`config.mk`:
```
export PLATFORM = sky130hd
export DESIGN_NAME = chaser_sequencer
export DESIGN_NICKNAME = d
export VERILOG_FILES = /design/src/rtl/chaser_pkg.sv /design/src/rtl/chaser_step_timer.sv /design/src/rtl/chaser_sequencer.sv
export SDC_FILE = /design/constraint.sdc
export NUM_CORES = 1
export LEC_CHECK = 0
export ABC_AREA = 0
export BUFFER_PORTS_ARGS = -buffer_cell sky130_fd_sc_hd__buf_2
export CORE_UTILIZATION = 53
export CTS_CLUSTER_DIAMETER = 60
export DETAILED_ROUTE_END_ITERATION = 16
export PLACE_DENSITY = 0.72
export SLEW_MARGIN = 20
export SYNTH_ARGS = -nofsm -noshare
export SYNTH_HDL_FRONTEND = slang
export SYNTH_SLANG_ARGS = --single-unit
```
`constraint.sdc`:
```
create_clock -name clk -period 2.95 [get_ports clk]
set_input_delay 0.295 -clock clk [delete_from_list [all_inputs] [get_ports clk]]
set_output_delay 0.295 -clock clk [all_outputs]
set_load 0.05 [all_outputs]
```
`src/rtl/chaser_pkg.sv`:
```
// Shared types and helpers for the LED chaser sequencer.
package chaser_pkg;

   typedef enum logic [1:0] {ROT_L, ROT_R, BOUNCE, FILL} mode_t;
   typedef enum logic [1:0] {IDLE, RUN, HOLD, DONE} state_t;

   // Number of steps after which the pattern is back at its start value.
   function automatic int pass_len(mode_t m, int width);
      int len;
      case (m)
         ROT_L, ROT_R: len = width;
         BOUNCE:       len = 2 * (width - 1);
         default:      len = 2 * width;
      endcase
      return len;
   endfunction

endpackage

```
`src/rtl/chaser_step_timer.sv`:
```
// Step prescaler: counts 0..max(period,1)-1 while run is high and pulses step on the last count.
module chaser_step_timer #(
   parameter int PW = 16
) (
   input  logic          clk,
   input  logic          rst,
   input  logic          load,
   input  logic          run,
   input  logic [PW-1:0] period,
   output logic          at_end,
   output logic          step
);

   logic [PW-1:0] cnt;
   logic [PW-1:0] last;

   // A period of zero behaves like one: every cycle is a step.
   assign last   = (period == '0) ? '0 : period - 1'b1;
   assign at_end = (cnt == last);
   assign step   = run && at_end;

   always_ff @(posedge clk) begin
      if (rst || load) begin
         cnt <= '0;
      end else if (run) begin
         cnt <= at_end ? '0 : cnt + 1'b1;
      end
   end

endmodule

```
`src/rtl/chaser_sequencer.sv`:
```
// LED chaser run controller: accepts one config per run, steps a pattern on led_out,
// supports pause, abort and a one-cycle done pulse at the end of the final pass.
module chaser_sequencer
   import chaser_pkg::*;
#(
   parameter int WIDTH = 8,
   parameter int PW    = 16,
   parameter int CW    = 8
) (
   input  logic             clk,
   input  logic             rst,
   input  logic             cfg_valid,
   output logic             cfg_ready,
   input  logic [1:0]       cfg_mode,
   input  logic [PW-1:0]    cfg_period,
   input  logic [CW-1:0]    cfg_cycles,
   input  logic             enable,
   input  logic             stop,
   output logic [WIDTH-1:0] led_out,
   output logic             busy,
   output logic             done
);

   localparam int SW = $clog2(2 * WIDTH);

   state_t           state, state_nx;
   mode_t            mode_r;
   logic [PW-1:0]    period_r;
   logic [CW-1:0]    cycles_r, pass_cnt;
   logic [SW-1:0]    step_cnt, last_step;
   logic             dir_r;
   logic             done_r;
   logic [WIDTH-1:0] led_r, led_nx, start_pat;
   logic             accept, in_run, pass_end, last_pass, final_step, advance;
   logic             at_end, step;

   // Handshake: a config word transfers on any cycle where cfg_valid and cfg_ready are
   // both high; cfg_ready is high only in IDLE and DONE, so words offered mid-run are ignored.
   assign cfg_ready  = (state == IDLE) || (state == DONE);
   assign accept     = cfg_valid && cfg_ready;
   assign in_run     = (state == RUN);
   assign busy       = (state == RUN) || (state == HOLD);
   assign led_out    = led_r;
   assign done       = done_r;

   assign last_step  = SW'(pass_len(mode_r, WIDTH) - 1);
   assign pass_end   = (step_cnt == last_step);
   assign last_pass  = (cycles_r != '0) && (pass_cnt + CW'(1) == cycles_r);
   // The final step completes even when enable drops on the same cycle.
   assign final_step = in_run && at_end && pass_end && last_pass && !stop;
   assign advance    = in_run && !stop && (enable || final_step);

   chaser_step_timer #(.PW(PW)) u_timer (
      .clk    (clk),
      .rst    (rst),
      .load   (accept),
      .run    (advance),
      .period (period_r),
      .at_end (at_end),
      .step   (step)
   );

   always_ff @(posedge clk) begin
      if (rst) state <= IDLE;
      else     state <= state_nx;
   end

   always_comb begin
      state_nx = state;
      case (state)
         IDLE, DONE: if (accept) state_nx = RUN;
         RUN: begin
            if (stop)            state_nx = IDLE;
            else if (final_step) state_nx = DONE;
            else if (!enable)    state_nx = HOLD;
         end
         HOLD: begin
            if (stop)        state_nx = IDLE;
            else if (enable) state_nx = RUN;
         end
      endcase
   end

   always_comb begin
      start_pat = '0;
      if (mode_t'(cfg_mode) == ROT_R)      start_pat[WIDTH-1] = 1'b1;
      else if (mode_t'(cfg_mode) != FILL) start_pat[0]       = 1'b1;
   end

   always_comb begin
      led_nx = led_r;
      case (mode_r)
         ROT_L:  led_nx = {led_r[WIDTH-2:0], led_r[WIDTH-1]};
         ROT_R:  led_nx = {led_r[0], led_r[WIDTH-1:1]};
         BOUNCE: led_nx = dir_r ? (led_r >> 1) : (led_r << 1);
         FILL:   led_nx = {led_r[WIDTH-2:0], (step_cnt < SW'(WIDTH))};
      endcase
   end

   always_ff @(posedge clk) begin
      if (rst) begin
         mode_r   <= ROT_L;
         period_r <= '0;
         cycles_r <= '0;
         pass_cnt <= '0;
         step_cnt <= '0;
         dir_r    <= 1'b0;
         led_r    <= '0;
         done_r   <= 1'b0;
      end else begin
         done_r <= final_step;
         if (accept) begin
            mode_r   <= mode_t'(cfg_mode);
            period_r <= cfg_period;
            cycles_r <= cfg_cycles;
            pass_cnt <= '0;
            step_cnt <= '0;
            dir_r    <= 1'b0;
            led_r    <= start_pat;
         end else if (busy && stop) begin
            led_r <= '0;
         end else if (step) begin
            led_r <= led_nx;
            // dir_r = 1 means moving toward the LSB; it flips on landing at an end bit.
            if (mode_r == BOUNCE) begin
               if (!dir_r && led_nx[WIDTH-1]) dir_r <= 1'b1;
               else if (dir_r && led_nx[0])   dir_r <= 1'b0;
            end
            if (pass_end) begin
               step_cnt <= '0;
               if (!last_pass && cycles_r != '0) pass_cnt <= pass_cnt + CW'(1);
            end else begin
               step_cnt <= step_cnt + SW'(1);
            end
         end
      end
   end

endmodule

```
# Word level (Yosys, flattened, before mapping)
# Index checks and enable logic that the tools add are counted.
[classes]
bitwise_logic = 1
order_cmp = 1
add_sub_neg = 5
muxes = 21
reduce_logical = 34
eq_ne = 14
[ops]
columns = ["operator", "count"]
rows = [
  ["$mux 16", 2],
  ["$mux 8", 4],
  ["$pmux 8 s4", 1],
  ["$add 16x1->16 const B", 1],
  ["$eq 16x16->1", 1],
  ["$logic_not 16->1", 1],
  ["$sub 16x1->16 const B", 1],
  ["$logic_and 1x1->1", 13],
  ["$mux 2", 6],
  ["$add 8x1->8 const B", 1],
  ["$eq 2x2->1 const B", 4],
  ["$eq 8x8->1", 1],
  ["$pmux 4 s2", 1],
  ["$reduce_and 4->1", 2],
  ["$reduce_bool 8->1", 1],
  ["$eq 2x1->1 const B", 3],
  ["$pmux 2 s3", 1],
  ["$reduce_or 2->1", 3],
  ["$mux 1", 5],
  ["$add 4x1->4 const B", 1],
  ["$eq 4x4->1", 1],
  ["$logic_not 2->1", 2],
  ["$logic_or 1x1->1", 4],
  ["$lt 4x4->1 const B", 1],
  ["13 further kinds", 15],
]
[totals]
ff_bits = 66
word_cells = 87

# Longest topological paths before layout
[logic_depth]
ltp_word = 14
mapped_depth = 13
depth_no_buf = 11

# Cells and area by module
# Synthesis repeated with hierarchy kept, for this count alone.
[hier_totals]
cells_unflattened = 502
area_unflattened_um2 = 3987.6
[modules_own_cells]
columns = ["module", "instances", "area_per_inst_um2", "cells_each", "seq_area_each_um2"]
rows = [
  ["chaser_sequencer", 1, 2438.6, 309, 1001.0],
  ["chaser_step_timer", 1, 1549.0, 193, 320.3],
]

# Worst setup path after synthesis
# OpenSTA, ideal clock, no wires.
[synth_timing]
path_type = "register to register"
from = "register period_r[0]"
to = "register u_timer.cnt[12]"
slack_ps = -99
arrival_ps = 2979
path_stages_with_launch = 13
required_time_ps = 2880
path_buffers = 1
synth_period_minus_slack_ps = 3049
setup_ps = 70
cell_sequence = "dfxtp_1 -> inv_1 -> ha_1 -> xor2_1 -> or4b_2 -> a21oi_1 -> mux2i_1 -> o211ai_1 -> o2111a_2 -> a41oi_4 -> buf_6 -> or4_1 -> a21oi_1"
[synth_between]
elab_chain_len = 9
word_cells_on_any_way = 11
cone_classes = "1 x add/sub; 1 x eq/ne; 2 x mux; 7 x reduce/logical"
[synth_lines]
columns = ["item", "line_no", "source"]
rows = [
  ["start: declaration", "chaser_sequencer.sv:28", "logic [PW-1:0] period_r;"],
  ["start signal: assignment", "chaser_sequencer.sv:114", "period_r <= cfg_period;"],
  ["$sub 16x1->16 or $logic_not 16->1 (tied branches)", "chaser_step_timer.sv:18", "assign last = (period == '0) ? '0 : period - 1'b1;"],
  ["$mux 16 *", "chaser_step_timer.sv:18", ""],
  ["$eq 16x16->1 *", "chaser_step_timer.sv:19", "assign at_end = (cnt == last);"],
  ["$logic_and 1x1->1 (4 in a row)", "chaser_sequencer.sv:50", "assign final_step = in_run && at_end && pass_end && last_pass && !stop;"],
  ["$logic_or 1x1->1", "chaser_sequencer.sv:51", "assign advance = in_run && !stop && (enable || final_step);"],
  ["$logic_and 1x1->1", "chaser_sequencer.sv:51", ""],
  ["end signal: assignment", "chaser_step_timer.sv:26", "cnt <= at_end ? '0 : cnt + 1'b1;"],
  ["end: declaration", "chaser_step_timer.sv:14", "logic [PW-1:0] cnt;"],
]
# Every way passes the cells marked *; elsewhere a longest branch is shown, timed or not.
# A chain may end at the register's enable or synchronous reset.

# Worst setup path after layout
[layout_timing]
from = "register period_r[0]"
to = "register u_timer.cnt[10]"
# Same word-level chain as after synthesis.

==> results.txt <==
----------------------------------------------------
[Synthesis]
  Sequential-to-total area share from yosys stat ... between 30% and 40%
  Distinct cell type count of the synthesized netlist ... 60
  Net count of the mapped netlist ... ~530
  Cell type with the highest aggregate area in the netlist ... sky130_fd_sc_hd__dfxtp_1
  Number of enable flip-flop cells after synthesis ... 0
  Post-Syn Area ... 0.00388 mm²
  Share of synthesized registers carrying an async set or reset ... 0%
  Yosys warning total ... 0
  Number of instances in the synthesized netlist ... 490
  Primary flip-flop cell chosen by synthesis mapping ... sky130_fd_sc_hd__dfxtp_1
  Share of the synthesized area in the top cell type ... 34.1%
  Synthesized area divided by synthesized cell count ... ~7.9 µm²
  Register bit total from synthesis ... 66
  Largest cells by area after synthesis ... sky130_fd_sc_hd__dfxtp_1 34%, sky130_fd_sc_hd__nand2_1 7.5%, sky130_fd_sc_hd__a21oi_1 7.1%, sky130_fd_sc_hd__mux2i_1 3.4%, sky130_fd_sc_hd__o21ai_0 3.4%

[Timing]
  Worst setup skew after layout ... 10.1 ps
  Count of final max-slew check failures ... 0
  Unrepaired setup endpoints after global routing ... yes
  Worst-margin pin slew ... around 580 ps
  Max Freq ... 0.330 GHz
  Number of endpoints with negative hold slack in the final report ... 0
  Slew headroom ... 61.1%
  Final critical-path required period ... roughly 3000 ps
  Final period util ... 103%
  Number of endpoints failing setup at the final stage ... 16
  Final WS setup ... -78.0 ps

[GRT]
  Largest net degree at the start of global routing ... 34
  Initial antenna violation count ... 0
  Global-route congestion overflow total ... 0
  Global-route usage over all layers ... 27.0%
  Number of global-route vias before repair ... about 3,600
  First-pass GRT wire length ... around 16,000 µm

[Critical path]
  RR Endpoint ... u_timer.cnt[10]
  Category of cells accounting for the largest share of critical-path delay ... simple AND/OR/NAND/NOR gates
  Startpoint of the most critical register-to-register path ... period_r[0]
  Number of buffers and inverters on the critical path ... 1
  Worst-path cell with the longest stage delay ... sky130_fd_sc_hd__or4_1
  Critical Path End Type ... flop
  Setup slack of the most critical reg-to-reg path ... -80 ps
  Critical-path maximum fanout ... 9
  Cell Chain, Critical Path ... inv_4 > ha_4 > or4b_4 > a41oi_1 > o21ai_0 > a32oi_1 > and4_1 > o2111a_2 > a41oi_4 > or4_1 > a21oi_2
  Startpoint type of the worst setup path ... flop
  Endpoint required time on the critical path ... ~3200 ps
  Arrival time at the worst endpoint ... 3310 ps
  Class of the most critical setup path ... reg -> reg
  CP peak stage delay ... approximately 570 ps
  R2R cell count ... 11

[Floorplan]
  Placeable core area ... 0.00694 mm²
  Site Rows ... 30
  Die X-Extent ... approximately 88 µm
  IO Pins ... 42
  Starting density of the core ... around 56%
  Vertical die dimension ... between 80 and 90 µm
  Die ar. ... 0.00766 mm²

[Detailed routing]
  WL per Instance ... ~15 µm
  Routed met2 length ... approximately 4600 µm
  Highest metal layer used by the detailed router ... met4
  Vias ... 3,939
  DRT iter0 DRCs ... between 200 and 250
  Detailed-route vias per instance ... 5.92
  Count of TritonRoute iterations in the first routing pass ... 5
  Met1 Wirelength ... 4720 µm
  DRT Wirelength ... around 10,000 µm
  Antenna-violating nets left ... 0
  Wire length on met3 ... approximately 560 µm
  Remaining design rule violation count ... 0

[Min path]
  Hold endpoint ... led_out[7]
  Depth of the worst hold-timing path ... 2
  Hold crit path type ... in -> reg
  Hold wc startpoint ... cfg_mode[1]

[Clocking]
  Total clock sinks ... 66
  Skew-Pair Late Insertion Delay ... ~350 ps
  Hold-fix buffers, CTS ... 0
  Clock-pin transition on the worst setup and hold timing paths ... about 80 ps
  Buffer cell driving the clock tree root ... sky130_fd_sc_hd__clkbuf_8
  TritonCTS clock tree ... built
  Number of buffers on the longest clock path ... 2
  Number of buffers inserted during clock tree synthesis ... 9
  Maximum level of the CTS H-tree ... 3

[Layout]
  Filler-free cell count of the finished design ... about 670
  Antenna diode instance count ... 0
  Most common cell after layout, fill and taps aside ... sky130_fd_sc_hd__nand2_1
  Commonest cells after routing, fill and taps aside ... 76 x sky130_fd_sc_hd__nand2_1, 64 x sky130_fd_sc_hd__dfxtp_1, 52 x sky130_fd_sc_hd__a21oi_1, 43 x sky130_fd_sc_hd__buf_2, 37 x sky130_fd_sc_hd__buf_4
  End-of-flow core utilization ... 69.2%
  Proportion of layout cells with a drive suffix above 1 ... 23.9%
  Final Net Count ... about 600
  Synthesis-to-layout area growth ... 24.0%

[Flow run]
  Max-cap violations ... 0

[Placement]
  Post-detail-place hpwl ... 7030 µm
  Placed cells ... 638
  Port Buffer Count ... 41
  GPL Wtd Cong ... 0.874

[Run status]
  Status ... finished, violations left
  Violations in the final reports ... setup timing

[Power]
  Power per unit of standard cell area ... 702 mW/mm²
  Worst-case vdd ir drop ... 0.000514 V
  Leak ... ~2.0 nW

----------------------------------------------------
==> report_power, final <==
group	total, mW	internal, mW	switching [mW]
registers	1.08	0.970	0.107
clock network	0.871	0.483	0.388
logic	1.42	0.624	0.800
total	3.37	2.08	1.30
==> cells by family after synthesis <==
logic type,count (synthesis),share of synthesized area (%)
AND/OR/NAND/NOR,215,29.7
AO/OA/AOI/OAI,123,19.9
flip-flops,66,34.1
buffers and inverters,38,4.16
XOR/XNOR,25,5.65
multiplexers,17,4.52
adder cells (fa/ha/maj),6,1.94
==> through the flow <==
stage	area [µm²]	hold slack [ps]	setup slack, ps	TNS [ps]	total power [mW]
detailed placement	4390	472	-85.2	-1030	2.37
global placement	4390	468	-12.5	-55.7	2.34
CTS	4730	143	-18.0	-18.0	3.34
floorplan	3880	371	11.7	0	1.98
finish	4810	153	-78.0	-712	3.37
global route	4810	156	-202	-4080	3.55
==> sequential cells by signal, summed over array words and instances (netlist names) <==
name	cells
pass_cnt	8
step_cnt	4
cycles_r	8
period_r	16
mode_r	2
done	1
dir_r	1
u_timer.cnt	16
state	2
led_out	8
==> cells in the mapped netlist, types with 3 or more instances <==
| cell type | count |
|---|---|
| sky130_fd_sc_hd__nand2_1 | 77 |
| sky130_fd_sc_hd__dfxtp_1 | 66 |
| sky130_fd_sc_hd__a21oi_1 | 55 |
| sky130_fd_sc_hd__nor2_1 | 34 |
| sky130_fd_sc_hd__o21ai_0 | 26 |
| sky130_fd_sc_hd__or3_1 | 19 |
| sky130_fd_sc_hd__clkbuf_1 | 18 |
| sky130_fd_sc_hd__nand3_1 | 18 |
| sky130_fd_sc_hd__inv_1 | 14 |
| sky130_fd_sc_hd__mux2i_1 | 13 |
| sky130_fd_sc_hd__xor2_1 | 13 |
| sky130_fd_sc_hd__xnor2_1 | 12 |
| sky130_fd_sc_hd__and3_1 | 9 |
| sky130_fd_sc_hd__nor3_1 | 9 |
| sky130_fd_sc_hd__or4_1 | 8 |
| sky130_fd_sc_hd__ha_1 | 6 |
| sky130_fd_sc_hd__nand4_1 | 6 |
| sky130_fd_sc_hd__and4_1 | 5 |
| sky130_fd_sc_hd__nor4_1 | 5 |
| sky130_fd_sc_hd__o31ai_1 | 5 |
| sky130_fd_sc_hd__a211oi_1 | 4 |
| sky130_fd_sc_hd__mux2_2 | 4 |
| sky130_fd_sc_hd__o211ai_1 | 4 |
| sky130_fd_sc_hd__a221oi_1 | 3 |
| sky130_fd_sc_hd__and2_1 | 3 |
| sky130_fd_sc_hd__buf_2 | 3 |
| sky130_fd_sc_hd__nand4b_1 | 3 |
| sky130_fd_sc_hd__nor2b_1 | 3 |
| sky130_fd_sc_hd__nor3b_1 | 3 |
==> worst reg2reg max path, stage by stage, from the launching register on <==
cell and delay (ps):
sky130_fd_sc_hd__dfxtp_4 370, sky130_fd_sc_hd__inv_4 70, sky130_fd_sc_hd__ha_4 150, sky130_fd_sc_hd__or4b_4 480, sky130_fd_sc_hd__a41oi_1 250, sky130_fd_sc_hd__o21ai_0 140
sky130_fd_sc_hd__a32oi_1 170, sky130_fd_sc_hd__and4_1 210, sky130_fd_sc_hd__o2111a_2 250, sky130_fd_sc_hd__a41oi_4 200, sky130_fd_sc_hd__or4_1 570, sky130_fd_sc_hd__a21oi_2 130
==> worst max path at each step <==
stage | from | to | slack, ps | depth (start not counted)
final | period_r[0] | u_timer.cnt[10] | -80 | 11
after global routing | period_r[0] | u_timer.cnt[8] | -200 | 12
after CTS | period_r[0] | u_timer.cnt[10] | -20 | 13
after detailed placement | period_r[1] | u_timer.cnt[8] | -90 | 12
after global placement | period_r[1] | u_timer.cnt[3] | -10 | 12
after floorplan | period_r[0] | u_timer.cnt[12] | 10 | 12
==> what timing repair did <==
action,CTS,global route
buffers inserted,6,3
pin swaps,16,2
setup endpoints to repair,21,35
gates cloned,0,2
gates resized for setup,15,11
==> routing by layer <==
layer  up-vias  GRT usage [%]
li1       1932              -
met1      1863           36.4
met2       123           43.2
met3        21           5.31
met4         0           9.39
met5         -              0
==> final cells by class <==
| class | instances | area, µm² |
|---|---|---|
| clock buffer | 9 | 124 |
| clock inverter | 7 | 103 |
| sequential | 66 | 1330 |
| inverter | 14 | 55.1 |
| tap | 96 | 120 |
| fill | 591 | 2140 |
| multi-input combinational | 386 | 2480 |
| timing repair buffer | 87 | 598 |
(Power assumes the default switching activity.)
